`src/rtl/pampy_pkg.sv`:
```
// Shared definitions for the pampy datapath: stack opcode encoding and default widths.
// Imported by decode and by the operand stack.
package pampy_pkg;

  localparam int unsigned DataWDefault = 8;
  localparam int unsigned StkOpW       = 3;

  typedef enum logic [StkOpW-1:0] {
    OpNop   = 3'd0,
    OpPush  = 3'd1,
    OpPop   = 3'd2,
    OpBinop = 3'd3,
    OpDup   = 3'd4,
    OpRot2  = 3'd5
  } stk_op_e;

endpackage

```
`src/rtl/operand_stack_if.sv`:
```
// Operand stack command/status bundle. The master issues ops; the slave is the stack.
interface operand_stack_if
  import pampy_pkg::*;
#(
  parameter int unsigned DATA_W = DataWDefault,
  parameter int unsigned DEPTH  = 16
);

  localparam int unsigned CntW = $clog2(DEPTH) + 1;

  logic [StkOpW-1:0] stk_op;
  logic [DATA_W-1:0] stk_data_in;
  logic [DATA_W-1:0] stk_tos;
  logic [DATA_W-1:0] stk_tos1;
  logic [CntW-1:0]   stk_count;
  logic              stk_empty;
  logic              stk_full;
  logic              stk_overflow;
  logic              stk_underflow;

  modport master (
    output stk_op,
    output stk_data_in,
    input  stk_tos,
    input  stk_tos1,
    input  stk_count,
    input  stk_empty,
    input  stk_full,
    input  stk_overflow,
    input  stk_underflow
  );

  modport slave (
    input  stk_op,
    input  stk_data_in,
    output stk_tos,
    output stk_tos1,
    output stk_count,
    output stk_empty,
    output stk_full,
    output stk_overflow,
    output stk_underflow
  );

endinterface

```
`src/rtl/stack_regfile.sv`:
```
// Stack storage: DEPTH x DATA_W, one synchronous write port, two asynchronous read ports.
// Contents are never reset; validity is tracked by the controller.
module stack_regfile #(
  parameter int unsigned DATA_W = 8,
  parameter int unsigned DEPTH  = 16,
  localparam int unsigned AddrW = $clog2(DEPTH)
) (
  input  logic              clk,
  input  logic              we,
  input  logic [AddrW-1:0]  wr_addr,
  input  logic [DATA_W-1:0] wr_data,
  input  logic [AddrW-1:0]  rd_addr_a,
  output logic [DATA_W-1:0] rd_data_a,
  input  logic [AddrW-1:0]  rd_addr_b,
  output logic [DATA_W-1:0] rd_data_b
);

  logic [DATA_W-1:0] mem [DEPTH];

  always_ff @(posedge clk) begin
    if (we) begin
      mem[wr_addr] <= wr_data;
    end
  end

  assign rd_data_a = mem[rd_addr_a];
  assign rd_data_b = mem[rd_addr_b];

endmodule

```
`src/rtl/operand_stack.sv`:
```
// Operand stack with TOS/TOS1 cached in registers; deeper entries spill into stack_regfile.
// The regfile holds indices 0..count-3, so ROT2 and BINOP never need to write storage.
module operand_stack
  import pampy_pkg::*;
#(
  parameter int unsigned DATA_W = DataWDefault,
  parameter int unsigned DEPTH  = 16
) (
  input  logic             general_clk,
  input  logic             general_reset,
  operand_stack_if.slave   stk
);

  localparam int unsigned AddrW = $clog2(DEPTH);
  localparam int unsigned CntW  = AddrW + 1;

  logic [CntW-1:0]   count_q, count_d;
  logic [DATA_W-1:0] tos_q, tos_d;
  logic [DATA_W-1:0] tos1_q, tos1_d;
  logic              overflow_q, overflow_d;
  logic              underflow_q, underflow_d;

  logic              rf_we;
  logic [AddrW-1:0]  rf_wr_addr;
  logic [AddrW-1:0]  rf_rd_addr;
  logic [DATA_W-1:0] rf_rd_data;
  logic [DATA_W-1:0] unused_rf_rd_data_b;
  logic [CntW-1:0]   count_m2;
  logic [CntW-1:0]   count_m3;
  logic              has1, has2, has3, is_full;
  logic [DATA_W-1:0] refill;

  assign count_m2   = count_q - CntW'(2);
  assign count_m3   = count_q - CntW'(3);
  assign rf_wr_addr = count_m2[AddrW-1:0];
  assign rf_rd_addr = count_m3[AddrW-1:0];

  assign has1    = (count_q != '0);
  assign has2    = (count_q >= CntW'(2));
  assign has3    = (count_q >= CntW'(3));
  assign is_full = (count_q == CntW'(DEPTH));

  // Third entry becomes the new TOS1 after POP/BINOP; absent entries read as zero.
  assign refill = has3 ? rf_rd_data : '0;

  stack_regfile #(
    .DATA_W (DATA_W),
    .DEPTH  (DEPTH)
  ) u_regfile (
    .clk       (general_clk),
    .we        (rf_we),
    .wr_addr   (rf_wr_addr),
    .wr_data   (tos1_q),
    .rd_addr_a (rf_rd_addr),
    .rd_data_a (rf_rd_data),
    .rd_addr_b (rf_rd_addr),
    .rd_data_b (unused_rf_rd_data_b)
  );

  always_comb begin
    count_d     = count_q;
    tos_d       = tos_q;
    tos1_d      = tos1_q;
    overflow_d  = overflow_q;
    underflow_d = underflow_q;
    rf_we       = 1'b0;

    case (stk.stk_op)
      OpPush: begin
        if (is_full) begin
          overflow_d = 1'b1;
        end else begin
          rf_we   = has2;
          tos1_d  = tos_q;
          tos_d   = stk.stk_data_in;
          count_d = count_q + CntW'(1);
        end
      end
      OpPop: begin
        if (!has1) begin
          underflow_d = 1'b1;
        end else begin
          tos_d   = tos1_q;
          tos1_d  = refill;
          count_d = count_q - CntW'(1);
        end
      end
      OpBinop: begin
        if (!has2) begin
          underflow_d = 1'b1;
        end else begin
          tos_d   = stk.stk_data_in;
          tos1_d  = refill;
          count_d = count_q - CntW'(1);
        end
      end
      OpDup: begin
        if (!has1) begin
          underflow_d = 1'b1;
        end else if (is_full) begin
          overflow_d = 1'b1;
        end else begin
          rf_we   = has2;
          tos1_d  = tos_q;
          count_d = count_q + CntW'(1);
        end
      end
      OpRot2: begin
        if (!has2) begin
          underflow_d = 1'b1;
        end else begin
          tos_d  = tos1_q;
          tos1_d = tos_q;
        end
      end
      default: ;
    endcase
  end

  always_ff @(posedge general_clk or posedge general_reset) begin
    if (general_reset) begin
      count_q     <= '0;
      tos_q       <= '0;
      tos1_q      <= '0;
      overflow_q  <= 1'b0;
      underflow_q <= 1'b0;
    end else begin
      count_q     <= count_d;
      tos_q       <= tos_d;
      tos1_q      <= tos1_d;
      overflow_q  <= overflow_d;
      underflow_q <= underflow_d;
    end
  end

  assign stk.stk_tos       = tos_q;
  assign stk.stk_tos1      = tos1_q;
  assign stk.stk_count     = count_q;
  assign stk.stk_empty     = ~has1;
  assign stk.stk_full      = is_full;
  assign stk.stk_overflow  = overflow_q;
  assign stk.stk_underflow = underflow_q;

endmodule

```
`src/flat_wrapper.sv`:
```
// flat-port wrapper written by rule: the top's interface ports become plain ports
module operand_stack_flat import pampy_pkg::*;
#(
  parameter int unsigned DATA_W = DataWDefault,
  parameter int unsigned DEPTH  = 16
)
  (general_clk, general_reset, stk_stk_op, stk_stk_data_in, stk_stk_tos, stk_stk_tos1, stk_stk_count, stk_stk_empty, stk_stk_full, stk_stk_overflow, stk_stk_underflow);
  operand_stack_if #(.DATA_W(DATA_W), .DEPTH(DEPTH)) stk_i ();
  input  logic general_clk;
  input  logic general_reset;
  input wire logic [$bits(stk_i.stk_op)-1:0] stk_stk_op;
  input wire logic [$bits(stk_i.stk_data_in)-1:0] stk_stk_data_in;
  output wire logic [$bits(stk_i.stk_tos)-1:0] stk_stk_tos;
  output wire logic [$bits(stk_i.stk_tos1)-1:0] stk_stk_tos1;
  output wire logic [$bits(stk_i.stk_count)-1:0] stk_stk_count;
  output wire logic [$bits(stk_i.stk_empty)-1:0] stk_stk_empty;
  output wire logic [$bits(stk_i.stk_full)-1:0] stk_stk_full;
  output wire logic [$bits(stk_i.stk_overflow)-1:0] stk_stk_overflow;
  output wire logic [$bits(stk_i.stk_underflow)-1:0] stk_stk_underflow;
  assign stk_i.stk_op = stk_stk_op;
  assign stk_i.stk_data_in = stk_stk_data_in;
  assign stk_stk_tos = stk_i.stk_tos;
  assign stk_stk_tos1 = stk_i.stk_tos1;
  assign stk_stk_count = stk_i.stk_count;
  assign stk_stk_empty = stk_i.stk_empty;
  assign stk_stk_full = stk_i.stk_full;
  assign stk_stk_overflow = stk_i.stk_overflow;
  assign stk_stk_underflow = stk_i.stk_underflow;
  operand_stack #(.DATA_W(DATA_W), .DEPTH(DEPTH)) u_core (.general_clk(general_clk), .general_reset(general_reset), .stk(stk_i));
endmodule
```
`config.mk`:
```
export PLATFORM = sky130hd
export DESIGN_NAME = operand_stack_flat
export DESIGN_NICKNAME = d
export VERILOG_FILES = /design/src/rtl/pampy_pkg.sv /design/src/rtl/operand_stack_if.sv /design/src/rtl/stack_regfile.sv /design/src/rtl/operand_stack.sv /design/src/flat_wrapper.sv
export SDC_FILE = /design/constraint.sdc
export NUM_CORES = 1
export LEC_CHECK = 0
export BUFFER_PORTS_ARGS = -buffer_cell sky130_fd_sc_hd__clkbuf_2
export CORE_ASPECT_RATIO = 1.25
export CORE_MARGIN = 4
export CORE_UTILIZATION = 65
export DETAILED_ROUTE_END_ITERATION = 10
export GPL_TIMING_DRIVEN = 0
export PLACE_DENSITY = 0.81
export SLEW_MARGIN = 20
export SYNTH_ARGS = -nofsm -noshare
export SYNTH_HDL_FRONTEND = slang
export SYNTH_SLANG_ARGS = --single-unit
```
`constraint.sdc`:
```
create_clock -name general_clk -period 7.25 [get_ports general_clk]
set_input_delay 1.0875 -clock general_clk [delete_from_list [all_inputs] [get_ports general_clk]]
set_output_delay 1.0875 -clock general_clk [all_outputs]
set_load 0.01 [all_outputs]
```
# After elaboration in Yosys (flattened, before gate mapping)

Memories as Yosys holds them, arrays and structs flattened.
Index checks and enable logic that the tools add are counted.

Word-level logic and storage cells: 67
Input bits: 13
Bits in writable memories: 128
Memories kept: 1
Register bits: 23
Output and inout port bits: 25

Bitwise operators: 1
Mux-type cells: 28
Reductions and logical operators: 13
Magnitude comparators: 2
Equal/unequal tests: 13
Add/subtract/negate cells: 4

Memories:

| memory               | words | width | read ports | clocked after memory_dff | write ports | line                | source |
|---|---|---|---|---|---|---|---|
| u_core.u_regfile.mem | 16    | 8     | 1          | 0                        | 1           | stack_regfile.sv:18 | `logic [DATA_W-1:0] mem [DEPTH];` |

Operators with widths:

| cell                                                | number |
|---|---|
| 2-to-1 mux 8 bit                                    | 10 |
| one-hot mux 8 bit (5 select lines)                  | 1 |
| one-hot mux 8 bit (4 select lines)                  | 1 |
| 2-to-1 mux 5 bit                                    | 4 |
| one-hot mux 5 bit (4 select lines)                  | 1 |
| >= comparator 5 x 2 -> 1 bit, second input constant | 2 |
| AND reduction 5 bit                                 | 2 |
| nonzero test 5 bit                                  | 2 |
| 2-to-1 mux 1 bit                                    | 8 |
| != test 2 x 1 -> 1 bit, second input constant       | 4 |
| nonzero test 4 bit                                  | 2 |
| subtractor 4 x 2 -> 4 bit, second input constant    | 2 |
| == test 3 x 2 -> 1 bit, second input constant       | 2 |
| == test 3 bit, second input constant                | 2 |
| != test 2 bit, second input constant                | 3 |
| one-hot mux 1 bit (2 select lines)                  | 3 |
| adder 5 x 1 -> 5 bit, second input constant         | 1 |
| == test 5 bit, second input constant                | 1 |
| subtractor 5 x 1 -> 5 bit, second input constant    | 1 |
| AND reduction 4 bit                                 | 1 |
| nonzero test 2 bit                                  | 2 |
| OR reduction 2 bit                                  | 2 |
| == test 3 x 1 -> 1 bit, second input constant       | 1 |
| AND reduction 3 bit                                 | 1 |
| other kinds (2)                                     | 2 |

# Logic depth before layout (Yosys ltp)

Gate-level depths: netlist of the first run.

Word-level depth: 6
Depth in mapped cells: 11
Depth with buffers taken out: 8

# Hierarchy

Synthesis of the first run repeated with hierarchy kept, for this count alone.

Cells, all modules: 428
Area, all modules: 7543.5 um2

Modules (own cells, without submodules):

| module        | area an instance (um2) | times used | sequential area each (um2) | cells an instance |
|---|---|---|---|---|
| stack_regfile | 6024.5                 | 1          | 3843.7                     | 291 |
| operand_stack | 1519.0                 | 1          | 575.6                      | 137 |

# Worst setup path before layout of the first run

Ideal clock, no wire load.

Path type: reg-to-reg
Start: register u_core.count_q[0] (netlist: u_core.stk.stk_count[0])
End: register u_core.tos1_q[6] (netlist: u_core.stk.stk_tos1[6])
Path buffers: 4
Path slack: 4.090 ns
Arrival: 3.036 ns
Library setup time: 0.125 ns
Stages on the path, launching flop included: 11
Required time: 7.125 ns
Clock period less this slack: 3.160 ns
Cell sequence: dfrtp_1 -> buf_6 -> buf_6 -> buf_2 -> inv_1 -> ha_1 -> clkbuf_1 -> mux4_1 -> mux4_2 -> a22o_1 -> mux2_2

Longest elaborated chain between the ends: 5
Elaborated cells between the ends (all ways): 17
Classes of those cells: add/sub: 1; order compare: 2; eq/ne: 5; mux: 6; reduce/logical: 2; memory: 1

Ends and longest elaborated chain:

| what                                | line                                     | source |
|---|---|---|
| start, declared                     | operand_stack.sv:17                      | `logic [CntW-1:0] count_q, count_d;` |
| start signal, assigned              | operand_stack.sv:128                     | `count_q <= count_d;` |
| subtractor 4 x 2 -> 4 bit           | operand_stack.sv:34                      | `assign count_m3 = count_q - CntW'(3);` |
| memory read (16 x 8 bit)            | -                                        |  |
| 2-to-1 mux 8 bit                    | operand_stack.sv:44                      | `assign refill = has3 ? rf_rd_data : '0;` |
| 2-to-1 mux 8 bit (on tied branches) | operand_stack.sv:89, operand_stack.sv:80 |  |
| one-hot mux 8 bit (5 select lines)  | operand_stack.sv:68                      | `case (stk.stk_op)` |
| end signal, assigned                | operand_stack.sv:130                     | `tos1_q <= tos1_d;` |
| end, declared                       | operand_stack.sv:19                      | `logic [DATA_W-1:0] tos1_q, tos1_d;` |

Several ways; a longest one is shown, not always the timed one. The select of a mux whose other input is x is not followed.
A chain may end at the register's enable or synchronous reset.

# Worst setup path in the final report of the first run

Start: register u_core.count_q[0] (netlist: u_core.stk.stk_count[0])
End: register u_core.tos1_q[7] (netlist: u_core.stk.stk_tos1[7])

Same word-level chain as after synthesis.

==> results.ini, run 1 <==
[critical_path]
cp-end-kind=register
cp.required_ns=7.55
cp_top_family=buffers and inverters
cp_slowest_cell=clkbuf_1
reg2reg_slack_ns=3.22
crit-reg2reg-launch=u_core.stk.stk_count[0]
r2r_cells=11
crit_type=register to register
crit_arrival_ns=4.34
cpMostUsedCell=buf_6
critPathBufInv=6
path_max_fanout=10
max_stage_delay_ns=0.51
cp_cell_sequence=buf_6 > buf_6 > buf_2 > inv_1 > ha_1 > buf_1 > clkbuf_1 > mux4_2 > mux2i_1 > o21ai_1 > mux2_2
critical_path.startpoint_type=register
reg2reg_to=u_core.stk.stk_tos1[7]
startpoint=u_core.stk.stk_count[0]

[timing]
fmax_mhz=248
rsz0062_at_grt=no
fin_crit_sh_pct=55.6
finalMaxSlewViolations=0
setup-violations-final=0
clock_skew_ns=0.00727
hold_viol_final=0
fin_ws_ns=3.22
period_minus_slack_ns=4.03
worstMarginPinSlew_ns=0.915
setup_tns_ns=0
relSlewSlack_pct=38.9

[synthesis]
syn_avg_cell_area_um2=18.5
synth_cell_types=41
synth_nets=374
async_reset_ff_share_pct=15.2
synth_top_area_cell=edfxtp_1
netlist_area_um2=6490
synthCells=351
ys_seq_area_share_pct=68.0
synth_common_cells=edfxtp_1 (128), mux2_2 (31), dfrtp_1 (23), nor2_1 (21), mux4_1 (18)
yosys_warnings=0
yosysTopAreaCellShare_pct=59.2
synth_area_leaders=edfxtp_1 (59%), dfrtp_1 (8.9%), mux4_1 (7.3%)
synth-seq-cells=151
synth.most_common_cell=edfxtp_1
synth_edf_count=128
synthFlopType=edfxtp_1

[global_routing]
grt.overflow.total=0
grt-busiest-layer=met2
antenna_found_initial=0
grt_usage_pct=23.9
grt_pass1_vias=3481
grt_pass1_wl_um=20300
use_met3_pct=8.14
met2_usage_pct=37.1
grtUsageMet1_pct=31.6
grt_max_degree=24

[clock_tree]
post_cts_buffers=0
hold_buffers=0
cts_resized=0
clk_latency_ns=0.42
clk_pin_slew_worst_paths_ns=0.07
clock-sinks=151
cts_max_path_buffers=2
cts_made_buffers=17
cts_tree=built
cts-htree-levels=4
cts_root_buf=clkbuf_16

[placed_design]
gp_congestion=0.908
hpwl_um=8280
dp_slack_ns=3.28
place_area_um2=6840
portBuffers=37

[pwr]
total_power_mw=3.38
vdd_drop_max_mv=0.329
p_per_area_nw_per_um2=455
cellLeakagePower_nw=2.69

[worst_hold_path]
hp-class=register to register
min_to=u_core.stk.stk_overflow
hold_depth=1
holdCritStartpoint=u_core.stk.stk_overflow

[final_layout]
multi_input_area_um2=1960
final_nets=430
drive_above_1_share_pct=30.2
final_area_um2=7420
post-route-util_pct=76.4
n_fill_cell=531
seq_area_um2=4420
area_delta_synth_final_pct=14.3
n_antenna_cell=0

[floorplan]
placementRows=40
io-pin-count=38
start_util_pct=66.9
die_w_um=97.4
die_y_um=120
core_area_um2=9710
die-area_um2=11700

[route]
wl_per_cell_um=23.8
vias=3454
first_iter_violations=220
avgViaCountPerCell=6.33
dr.pass1.iters=5
drc=0
routed_wl_um=13000
ant_nets=0

[status]
status=finished clean

[job]
cap_violations=0

metal layers:
metal | wire length, um | vias up | share of wire [%]
met5 | 0 | - | 0
met2 | 6290 | 152 | 48
li1 | - | 1531 | -
met4 | 352 | 0 | 2.7
met1 | 5350 | 1750 | 41
met3 | 979 | 21 | 7.5
stage by stage:
stage / hold WS, ns / instances
after floorplan: 0.493 / 351
after global placement: 0.441 / 514
after detailed placement: 0.448 / 514
after CTS: 0.463 / 546
after global routing: 0.487 / 546
final: 0.460 / 546
power breakdown:
group	total (mW)	switching, mW	leakage, nW	internal (mW)
clock	0.863	0.375	0.280	0.488
combinational	1.16	0.614	0.975	0.547
sequential	1.35	0.190	1.43	1.16
total	3.38	1.18	2.69	2.20
worst register-to-register path: stages, from the launching register on:
cell      delay [ns]
dfrtp_1         0.43
buf_6           0.21
buf_6           0.21
buf_2           0.34
inv_1           0.16
ha_1            0.42
buf_1           0.48
clkbuf_1        0.51
mux4_2          0.43
mux2i_1         0.36
o21ai_1         0.11
mux2_2          0.27
state kept, by name (all words and copies together) (netlist names):
name	count
u_core.stk.stk_tos1	8
u_core.stk.stk_overflow	1
u_core.stk.stk_tos	8
u_core.u_regfile.mem	128
u_core.stk.stk_count	5
u_core.stk.stk_underflow	1
worst max-delay path by stage:
stage,endpoint,slack (ns),depth (start not counted)
2_1_floorplan,u_core.stk.stk_tos1[6],4.09,10
3_3_place_gp,u_core.stk.stk_tos1[2],3.30,11
3_5_place_dp,u_core.stk.stk_tos1[2],3.28,11
4_1_cts,u_core.stk.stk_tos1[7],3.22,11
5_1_grt,u_core.stk.stk_tos1[7],2.97,11
6_report,u_core.stk.stk_tos1[7],3.22,11
placed cells by master, fill, tap and decap left out, types with 6 or more instances in the layout:
cell       instances
a21oi_1            9
a32oi_1            7
clkbuf_16         17
clkbuf_2          37
dfrtp_1           23
edfxtp_1         128
ha_1               9
inv_1              8
inv_6              6
mux2_2            31
mux2i_1           10
mux4_1            18
mux4_2            15
nand2_1           11
nor2_1            21
area by class of cell:
type | instances | share of cell area (%)
tap | 126 | 2.12
inverter | 9 | 0.455
multi-input combinational | 178 | 26.3
buffer | 13 | 1.16
timing repair buffer | 37 | 2.49
sequential | 151 | 59.5
clock inverter | 15 | 2.14
clock buffer | 17 | 5.73
kinds of logic after synthesis:
family	share of synthesized area (%)
xor+xnor	1.21
fa+ha+maj	2.04
compound gates	3.89
flops	68.0
mux	19.4
simple gates	3.56
buf+inv	1.85
No activity file was read; power rests on OpenSTA's default activity.
==> run 2: changes to the inputs <==
--- a/config.mk
+++ b/config.mk
@@ -8,10 +8,10 @@
 export BUFFER_PORTS_ARGS = -buffer_cell sky130_fd_sc_hd__clkbuf_2
 export CORE_ASPECT_RATIO = 1.25
 export CORE_MARGIN = 4
-export CORE_UTILIZATION = 65
+export CORE_UTILIZATION = 55
 export DETAILED_ROUTE_END_ITERATION = 10
 export GPL_TIMING_DRIVEN = 0
-export PLACE_DENSITY = 0.81
+export PLACE_DENSITY = 0.73
 export SLEW_MARGIN = 20
 export SYNTH_ARGS = -nofsm -noshare
 export SYNTH_HDL_FRONTEND = slang
==> constraint.sdc (replaced) <==
create_clock -name general_clk -period 3.6 [get_ports general_clk]
set_input_delay 0.54 -clock general_clk [delete_from_list [all_inputs] [get_ports general_clk]]
set_output_delay 0.54 -clock general_clk [all_outputs]
set_load 0.01 [all_outputs]
==> run 2 against run 1 <==
Net effect: cell count is 2.7% higher; non-clock buffer count is 3 higher; critical endpoint is now u_core.u_regfile.mem[7][5]; register-to-register slack worse by 3.0 ns; critical path depth is 1 lower; wire length is 3.7% higher; global-route usage is 2.7 points lower.
==> results.ini, run 2 (synthesis results as in run 1) <==
[status]
status=finished clean

[global_routing]
grt_usage_pct=21.2
grt_max_degree=24
grt_pass1_vias=3512
grt.overflow.total=0
grt_pass1_wl_um=20800
antenna_found_initial=0

[critical_path]
critical_path.startpoint_type=register
cp_cell_sequence=buf_6 > buf_6 > clkbuf_4 > inv_1 > ha_1 > or4b_1 > a21oi_1 > a211oi_2 > nand2_1 > nor2_4
cpMostUsedCell=buf_6
cp_slowest_cell=dfrtp_1
max_stage_delay_ns=0.43
r2r_cells=10
crit_arrival_ns=3.50
cp-end-kind=register
cp.depth=10
cp_top_family=simple AND/OR/NAND/NOR gates
critPathBufInv=4
cp.required_ns=3.68
path_max_fanout=10
crit_type=register to register

[floorplan]
start_util_pct=56.2
die-area_um2=13600
die_w_um=105
placementRows=44
die_y_um=129
io-pin-count=38
core_area_um2=11600

[timing]
fmax_mhz=292
period_minus_slack_ns=3.42
setup-violations-final=0
rsz0062_at_grt=yes
hold_viol_final=0
clock_skew_ns=0.00718
setup_tns_ns=0
finalMaxSlewViolations=0
fin_crit_sh_pct=95.1
relSlewSlack_pct=39.3
worstMarginPinSlew_ns=0.909

[route]
routed_wl_um=13400
drc=0
dr.pass1.iters=4
first_iter_violations=304
avgViaCountPerCell=6.14
vias=3446
ant_nets=0
wl_per_cell_um=24.0

[job]
cap_violations=0

[placed_design]
dp_cells=526
gp_congestion=0.804
place_area_um2=6850
portBuffers=37
hpwl_um=8490

[final_layout]
regMostFlops=u_core.u_regfile.mem
final_cell_mix=edfxtp_1 (128), clkbuf_2 (38), mux2_2 (31)
n_antenna_cell=0
final_area_um2=7620
drive_above_1_share_pct=35.5
layout_commonest_cell=edfxtp_1
layoutNonFillerInstCount=561
final_nets=433
largest_reg_flops=128
area_delta_synth_final_pct=17.4

[clock_tree]
cts_max_path_buffers=2
clock-sinks=151
clk_latency_ns=0.41
cts_root_buf=clkbuf_16
cts_made_buffers=17
cts-htree-levels=4
clk_pin_slew_worst_paths_ns=0.06
cts_tree=built
hold_buffers=0

[worst_hold_path]
hp-class=input pin to asynchronous set/reset pin

[pwr]
p_per_area_nw_per_um2=917
cellLeakagePower_nw=2.73
total_power_mw=6.99
vdd_drop_max_mv=0.405

==> run 2: cell count changes in the layout (fill, tap and decap cells not counted), sizes merged <==
| cell | before | now |
|---|---|---|
| buf | 8 | 9 |
| bufinv | 1 | 3 |
| clkbuf | 59 | 61 |
| clkinv | 1 | 9 |
| clkinvlp | 3 | 2 |
| inv | 19 | 10 |
==> run 2: routing by layer <==
metal / track usage [%] / routed length, um / up-vias
met3: 4.14 / 647 / 27
met4: 10.3 / 617 / 0
met2: 34.9 / 6730 / 129
li1: - / - / 1533
met5: 0 / 0 / -
met1: 27.3 / 5450 / 1757
==> run 2: power by group <==
group | switching (mW) | internal (mW) | total, mW
Sequential | 0.377 | 2.34 | 2.72
Clock | 0.658 | 1.08 | 1.74
Combinational | 1.37 | 1.16 | 2.53
==> run 2: path summary, 6_finish.rpt <==
check                                         from                         end  slack, ns
min in group general_clk   u_core.stk.stk_overflow     u_core.stk.stk_overflow       0.47
min reg2reg                u_core.stk.stk_overflow     u_core.stk.stk_overflow       0.47
max                        u_core.stk.stk_count[0]  u_core.u_regfile.mem[7][5]       0.18
max reg2reg                u_core.stk.stk_count[0]  u_core.u_regfile.mem[7][5]       0.18
min                                  general_reset    u_core.stk.stk_underflow       0.30
max in group asynchronous            general_reset     u_core.stk.stk_count[0]       2.74
==> run 2: cell type report <==
cell class	instances	area, um2
clock inverters	15	160
multi-input cells	178	2070
flip-flops and latches	151	4420
clock buffers	17	425
plain buffers	13	97.6
fillers	792	3940
inverters	9	33.8
well taps	138	173
repair buffers	40	245
==> run 2: worst register-to-register path, cell delays in order (launching register included) <==
cell      delay [ns]
dfrtp_1         0.43
buf_6           0.21
buf_6           0.20
clkbuf_4        0.28
inv_1           0.13
ha_1            0.29
or4b_1          0.26
a21oi_1         0.12
a211oi_2        0.40
nand2_1         0.38
nor2_4          0.40
==> run 2: metrics by stage <==
stage	setup slack, ns	utilization, %	hold WS (ns)
2_1_floorplan	0.440	-	0.493
3_3_place_gp	-0.493	59.3	0.443
3_5_place_dp	-0.511	59.3	0.473
4_1_cts	0.00892	65.3	0.322
5_1_grt	-0.0445	65.9	0.384
6_report	0.175	65.9	0.303
==> run 2: what timing repair did <==
| action | in CTS | in global routing |
|---|---|---|
| buffers inserted | 0 | 3 |
| pin swaps | 0 | 3 |
| gates resized for setup | 33 | 4 |
| endpoints found under the setup margin | 136 | 136 |
==> run 3: changes to the inputs <==
--- a/config.mk
+++ b/config.mk
@@ -15,4 +15,5 @@
 export SLEW_MARGIN = 20
 export SYNTH_ARGS = -nofsm -noshare
 export SYNTH_HDL_FRONTEND = slang
+export SYNTH_HIERARCHICAL = 1
 export SYNTH_SLANG_ARGS = --single-unit
==> run 3 against run 2 <==
Net effect: clock-buffer cell count up 1; non-clock buffer count increased by 2; combinational power hardly changed; largest cell class unchanged; sequential cell count is the same; cell count is 4.6% higher; sequential power grew 2%; design area fell by 2.1%; power decreased by 1.7%; critical endpoint is now u_core/u_regfile/mem[1][6].
==> results.ini, run 3 <==
[worst_hold_path]
hp-class=input pin to asynchronous set/reset pin

[pwr]
cellLeakagePower_nw=2.72
vdd_drop_max_mv=0.561
p_per_area_nw_per_um2=920

[route]
first_iter_violations=311
vias=3457
ant_nets=0
dr.pass1.iters=5
drc=0
avgViaCountPerCell=5.89
routed_wl_um=13300
wl_per_cell_um=22.7

[placed_design]
portBuffers=36
gp_congestion=0.820
hpwl_um=8840

[timing]
rsz0062_at_grt=no
clock_skew_ns=0.00789
finalMaxSlewViolations=0
period_minus_slack_ns=3.38
worstMarginPinSlew_ns=0.900
relSlewSlack_pct=40.0
fmax_mhz=296
whs_ns=0.296
fin_crit_sh_pct=93.9
hold_viol_final=0
setup-violations-final=0
setup_tns_ns=0

[critical_path]
path_max_fanout=9
cp-end-kind=register
cp_top_family=simple AND/OR/NAND/NOR gates
cp.required_ns=3.64
crit_type=register to register
max_stage_delay_ns=0.60
r2r_cells=7
cp_cell_sequence=inv_1 > ha_1 > or3b_4 > a22oi_1 > nor3_1 > or3b_2 > nor2_2
cp_slowest_cell=or3b_2
cp.depth=7
critical_path.startpoint_type=register
crit_arrival_ns=3.42
reg2reg_slack_ns=0.22
critPathBufInv=1

[global_routing]
grt_usage_pct=20.8
grt_max_degree=24
grt_pass1_wl_um=20800
grt.overflow.total=0
grt_pass1_vias=3588
antenna_found_initial=0

[floorplan]
start_util_pct=56.0
core_area_um2=11600
die_y_um=130
die-area_um2=13600
placementRows=44
io-pin-count=38
die_w_um=105

[clock_tree]
clk_latency_ns=0.41
clock-sinks=151
cts_max_path_buffers=2
cts_made_buffers=17
cts-htree-levels=4
post_cts_buffers=0
cts_root_buf=clkbuf_16
clk_pin_slew_worst_paths_ns=0.06
cts_tree=built

[final_layout]
final_nets=435
n_antenna_cell=0
drive_above_1_share_pct=31.9
layout_commonest_cell=edfxtp_1
largest_reg_flops=128
seq_area_um2=4420
final_cell_mix=edfxtp_1 (128), clkbuf_2 (36), dfrtp_1 (22)
n_fill_cell=807
multi_input_area_um2=1950
area_delta_synth_final_pct=14.7
regMostFlops=u_core/u_regfile/mem

[synthesis]
synthCells=358
synth_nets=380
netlist_area_um2=6510
yosys_warnings=6
syn_avg_cell_area_um2=18.2

[job]
cap_violations=0

[status]
status=finished clean

## run 3: worst reg2reg max path, delay by kind of cell (launching register included)
| kind | cells | cell delay, ns |
|---|---|---|
| and+or+nand+nor | 4 | 1.85 |
| buffers and inverters | 1 | 0.27 |
| AOI/OAI and AO/OA | 1 | 0.08 |
| adders and majority gates | 1 | 0.28 |
| DFF | 1 | 0.53 |
## run 3: final timing paths
| path | from | endpoint |
|---|---|---|
| setup / recovery | u_core/stk.stk_count[1] | u_core/u_regfile/mem[1][6] |
| hold reg to reg | u_core/stk.stk_overflow | u_core/stk.stk_overflow |
| setup reg to reg | u_core/stk.stk_count[1] | u_core/u_regfile/mem[1][6] |
| max in group asynchronous | general_reset | u_core/stk.stk_count[0] |
| min in group general_clk | u_core/stk.stk_overflow | u_core/stk.stk_overflow |
| hold / removal | general_reset | u_core/stk.stk_tos[0] |
## run 3: where the power goes
part | switching (mW) | internal [mW]
logic | 1.36 | 1.15
registers | 0.402 | 2.37
clock network | 0.653 | 0.938
## run 3: timing repair
action | CTS | global route
cloned | 0 | 0
hold buffers | 0 | 0
gates resized for setup | 1 | 4
setup endpoints to repair | 24 | 32
## run 3: metal layers
layer	vias up	wire length [um]	track usage [%]	part of all wire (%)
li1	1547	-	-	-
met1	1758	5300	25.9	40
met2	136	7040	35.8	53
met3	16	629	4.83	4.7
met4	0	342	8.26	2.6
met5	-	0	0	0
## run 3: stage by stage
step | worst slack [ns] | power (mW) | cells | instance area (um2) | util, %
floorplan | 0.601 | 4.37 | 358 | 6510 | -
global placement | -0.143 | 5.20 | 555 | 6890 | 59.3
detailed placement | 0.0636 | 5.28 | 555 | 6910 | 59.5
CTS | -0.0294 | 6.89 | 587 | 7450 | 64.2
global route | 0.112 | 7.22 | 587 | 7470 | 64.3
finish | 0.220 | 6.87 | 587 | 7470 | 64.3
## run 3: cell type report
class	count	area share (%)
buffer	19	1.93
inverter	8	0.402
sequential	151	59.2
timing repair buffer	36	2.41
multi-input combinational	180	26.1
tap	161	2.70
clock inverter	14	1.49
clock buffer	18	5.75
